File: src/rtl/shift_row_pipe.sv
// shift_row_pipe: elastic ShiftRows/InvShiftRows/bypass stage for 4/6/8-column Rijndael
// states, with a tag sideband and a STAGES-deep valid/ready register pipeline.
module shift_row_pipe #(
    parameter int NB     = 4,
    parameter int STAGES = 2,
    parameter int TAG_W  = 4
) (
    input  logic                         clk,
    input  logic                         rst_n,
    input  logic                         in_valid,
    output logic                         in_ready,
    input  logic [32*NB-1:0]             in_data,
    input  logic                         in_enc_dec,
    input  logic                         in_bypass,
    input  logic [TAG_W-1:0]             in_tag,
    output logic                         out_valid,
    input  logic                         out_ready,
    output logic [32*NB-1:0]             out_data,
    output logic [TAG_W-1:0]             out_tag,
    output logic [$clog2(STAGES+1)-1:0]  occupancy
);
    localparam int W  = 32 * NB;
    localparam int OW = $clog2(STAGES + 1);

    generate
        if (NB != 4 && NB != 6 && NB != 8) begin : g_bad_nb
            $error("shift_row_pipe: NB must be 4, 6 or 8");
        end
        if (STAGES < 1 || STAGES > 4) begin : g_bad_stages
            $error("shift_row_pipe: STAGES must be 1..4");
        end
    endgenerate

    logic [W-1:0]     perm;
    logic [STAGES-1:0] valid;
    logic [STAGES-1:0] adv;
    logic             full;
    logic             accept;
    logic [W-1:0]     data [STAGES];
    logic [TAG_W-1:0] tag  [STAGES];

    function automatic int row_shift(input int r);
        return (r == 0) ? 0 : (r == 1) ? 1 : (NB == 8) ? r + 1 : r;
    endfunction

    always_comb begin
        perm = in_data;
        for (int r = 1; r < 4; r++)
            for (int c = 0; c < NB; c++)
                if (!in_bypass)
                    perm[8*(r+4*c) +: 8] = in_data[8*(r + 4*(in_enc_dec ? (c + row_shift(r)) % NB
                                                                        : (c - row_shift(r) + NB) % NB)) +: 8];
    end

    // A slot moves whenever any slot downstream of it is empty or the tail drains,
    // which flattens the ready chain into a per-slot expression.
    always_comb begin
        full = 1'b1;
        adv  = '0;
        for (int i = STAGES - 1; i >= 0; i--) begin
            adv[i] = valid[i] && (out_ready || !full);
            full   = full && valid[i];
        end
    end

    assign in_ready = !valid[0] || adv[0];
    assign accept   = in_valid && in_ready;

    always_ff @(posedge clk or negedge rst_n) begin
        if (!rst_n) begin
            valid <= '0;
            for (int i = 0; i < STAGES; i++) begin
                data[i] <= '0;
                tag[i]  <= '0;
            end
        end else begin
            if (accept) begin
                data[0] <= perm;
                tag[0]  <= in_tag;
            end
            valid[0] <= accept || (valid[0] && !adv[0]);
            for (int i = 1; i < STAGES; i++) begin
                if (adv[i-1]) begin
                    data[i] <= data[i-1];
                    tag[i]  <= tag[i-1];
                end
                valid[i] <= adv[i-1] || (valid[i] && !adv[i]);
            end
        end
    end

    assign out_valid = valid[STAGES-1];
    assign out_data  = data[STAGES-1];
    assign out_tag   = tag[STAGES-1];

    always_comb begin
        occupancy = '0;
        for (int i = 0; i < STAGES; i++)
            occupancy = occupancy + OW'(valid[i]);
    end
endmodule

File: config.mk
export PLATFORM = sky130hd
export DESIGN_NAME = shift_row_pipe
export DESIGN_NICKNAME = d
export VERILOG_FILES = /design/src/rtl/shift_row_pipe.sv
export SDC_FILE = /design/constraint.sdc
export NUM_CORES = 1
export LEC_CHECK = 0
export CAP_MARGIN = 20
export CORE_MARGIN = 1
export CORE_UTILIZATION = 40
export CTS_BUF_LIST = sky130_fd_sc_hd__clkbuf_16
export DETAILED_ROUTE_END_ITERATION = 7
export GPL_TIMING_DRIVEN = 0
export PLACE_DENSITY_LB_ADDON = 0.12
export SYNTH_ARGS = -nofsm -noshare
export SYNTH_HDL_FRONTEND = slang
export SYNTH_SLANG_ARGS = --single-unit
File: constraint.sdc
create_clock -name clk -period 3.55 [get_ports clk]
set_input_delay 0.71 -clock clk [delete_from_list [all_inputs] [get_ports clk]]
set_output_delay 0.71 -clock clk [all_outputs]
set_load 0.01 [all_outputs]
==> run_results.csv <==
group,metric,value,unit
routing,firstDrtPassIters,4,
routing,postRouteAntennaNets,0,
sta,rsz0062_at_grt,"no",
sta,fin_tns_setup,0,ps
synthesis,synth_compound_area_share,2.48,%
finish,antenna_cells,0,
synthesis,avgSynthCellArea,14.1,sq um
clock_tree,h-tree-depth,1,
clock_tree,cts_buffers,30,
clock_tree,cts_resized,0,
clock_tree,cts_hold_buf,0,
routing,wl_per_cell,19.3,um
global_route,antenna_found_initial,0,
place,numPortBuffers,270,
synthesis,synth_xor_area_share,0,%
routing,viasPerCell,4.80,
worst_setup_path,path_common_cell,"clkdlybuf4s50_1",
power,leakage,7.41,nW
synthesis,syn_inst,915,
worst_setup_path,crit_type,"primary input to output port",
finish,fillCellCount,2786,
power,cellPowerDensity,602,nW/um^2
power,vdd_ir_drop_max,0.424,mV
finish,final_cell_mix,"310 x mux2_2, 269 x clkdlybuf4s50_1, 266 x dfrtp_1",
clock_tree,cts_setup_buffers,0,
sta,max_freq,0.317,GHz
finish,final_common_cell,"mux2_2",
sta,period_needed,3160,ps
clock_tree,insertion_delay,560,ps
finish,drive_gt1_share,46.7,%
place,place_congestion,0.755,
synthesis,ys_seq_area_share,51.5,%
worst_setup_path,slowest_stage,"clkdlybuf4s50_1",
worst_hold_path,holdCritPathClass,"primary input to async pin",
finish,fin_nets,1358,
synthesis,ys_warn_count,0,
sta,finalHoldViolations,0,
die,rows,65,
sta,min_period_over_period,89.0,%
die,pin_count,274,
routing,vias,7894,
die,die-width,182,um
global_route,overflow,0,
synthesis,synthAdderAreaFrac,0.0967,%
synthesis,synth-seq-cells,266,
routing,wirelength,31.8,mm
sta,hold_slack,116,ps
routing,drt_iter0_drc,268,
synthesis,synthSimpleGateAreaFrac,0.377,%
synthesis,synth_top_family_by_area,"multiplexers",
flow_run,drv_cap,0,
synthesis,synth_area,12900,sq um
clock_tree,cts_tree,"done",
place,hpwl,23.1,mm
clock_tree,cts.sinks,266,
run_status,status,"complete, no violations",
clock_tree,clock_path_buffers,3,
die,die_h,182,um
worst_setup_path,critPathMaxStageDelay,630,ps
global_route,grt_max_degree,98,
synthesis,synth.net_count,1054,
clock_tree,clk_pin_slew_worst_paths,60,ps
synthesis,synth_cell_types,14,
die,start_util,40.8,%
worst_setup_path,crit_chain,"clkdlybuf4s50_1, nand3b_4, clkbuf_1, clkdlybuf4s50_1",
sta,worstMarginPinSlew,789,ps
worst_setup_path,cp_max_fo,10,
sta,setup_viol,0,
global_route,track_usage,19.5,%
die,design.core.area,31700,sq um
sta,slew_headroom,47.4,%
routing,drc,0,
die,die_area,33100,sq um
sta,finalClockSkew,26.5,ps
clock_tree,root_buffer,"clkbuf_16",
worst_setup_path,arrival,2450,ps
worst_setup_path,required,2840,ps
worst_setup_path,critical_path.startpoint_type,"primary input",
global_route,grt_pass1_wl,49.9,mm
global_route,grt_pass1_vias,8492,
synthesis,synthMuxAreaShare,35.3,%
worst_setup_path,endpoint_kind,"output port",
finish,area_growth,32.9,%
sta,slew_viol_final,0,
==> worst paths after layout <==
| kind | end | cells after the start | startpoint | slack, ps |
|---|---|---|---|---|
| worst max-delay path | in_ready | 4 | out_ready | 390 |
| worst min-delay path | out_data[33] | 1 | rst_n | 120 |
| worst max register to register | out_data[78] | 5 | valid[1] | 1280 |
| worst min register to register | out_data[109] | 1 | data[237] | 480 |
| max in group asynchronous | out_data[77] | 2 | rst_n | 2500 |
| min in group clk | out_data[109] | 1 | data[237] | 480 |
==> final cells by class <==
type / count / area (sq um) / area share (%)
clock inverter: 26 / 235 / 1.37
sequential: 266 / 6660 / 38.7
timing repair buffer: 272 / 2760 / 16.1
tap: 402 / 503 / 2.93
clock buffer: 30 / 751 / 4.37
multi-input combinational: 463 / 4940 / 28.8
buffer: 186 / 1340 / 7.77
==> synth_stat cells <==
master | count | area share [%]
nand2b_1 | 3 | 0.15
nand2_1 | 1 | 0.029
nand3b_4 | 1 | 0.15
mux2i_1 | 32 | 2.5
and2_1 | 1 | 0.048
mux2_4 | 50 | 5.8
buf_2 | 24 | 0.93
a21oi_1 | 64 | 2.5
mux2_2 | 310 | 27
ha_1 | 1 | 0.097
buf_6 | 13 | 1.1
clkbuf_1 | 13 | 0.38
buf_4 | 136 | 7.9
dfrtp_1 | 266 | 51
==> per-stage QoR <==
step	utilization (%)	power [mW]	cell area (sq um)	std cells	setup slack, ps
after floorplan	-	5.86	12900	915	1630
after global placement	50.9	7.30	16100	1587	-9910
after detailed placement	51.1	7.34	16200	1589	375
after CTS	54.2	10.5	17200	1645	370
after global routing	54.2	10.9	17200	1645	292
final	54.2	10.3	17200	1645	391
==> per-layer routing <==
layer | routed length, um | GRT usage, % | vias to the layer above
met4 | 521 | 3.83 | 0
met2 | 14700 | 31.7 | 194
li1 | - | - | 3707
met1 | 14700 | 26.9 | 3960
met3 | 1800 | 4.35 | 33
met5 | 0 | 0 | -
==> flip-flops by register name, summed over array words and instances (netlist names) <==
| name | flops |
|---|---|
| out_tag | 4 |
| data | 128 |
| valid | 2 |
| tag | 4 |
| out_data | 128 |
==> worst max-delay path, delay by kind of cell <==
kind / cells / cell delay, ps
buffers and inverters: 3 / 1540
and+or+nand+nor: 1 / 190
==> power by group <==
group	switching (mW)	internal [mW]	leakage (nW)
clock	1.27	1.82	0.495
sequential	0.347	3.71	3.07
combinational	1.09	2.11	3.85
total	2.70	7.64	7.41
==> cell families after synthesis <==
kind of cell / Yosys count
muxes: 392
DFF: 266
buffers and inverters: 186
AOI/OAI and AO/OA: 64
and+or+nand+nor: 6
adders and majority gates: 1
Note: power is estimated with default switching activity, not from simulation.
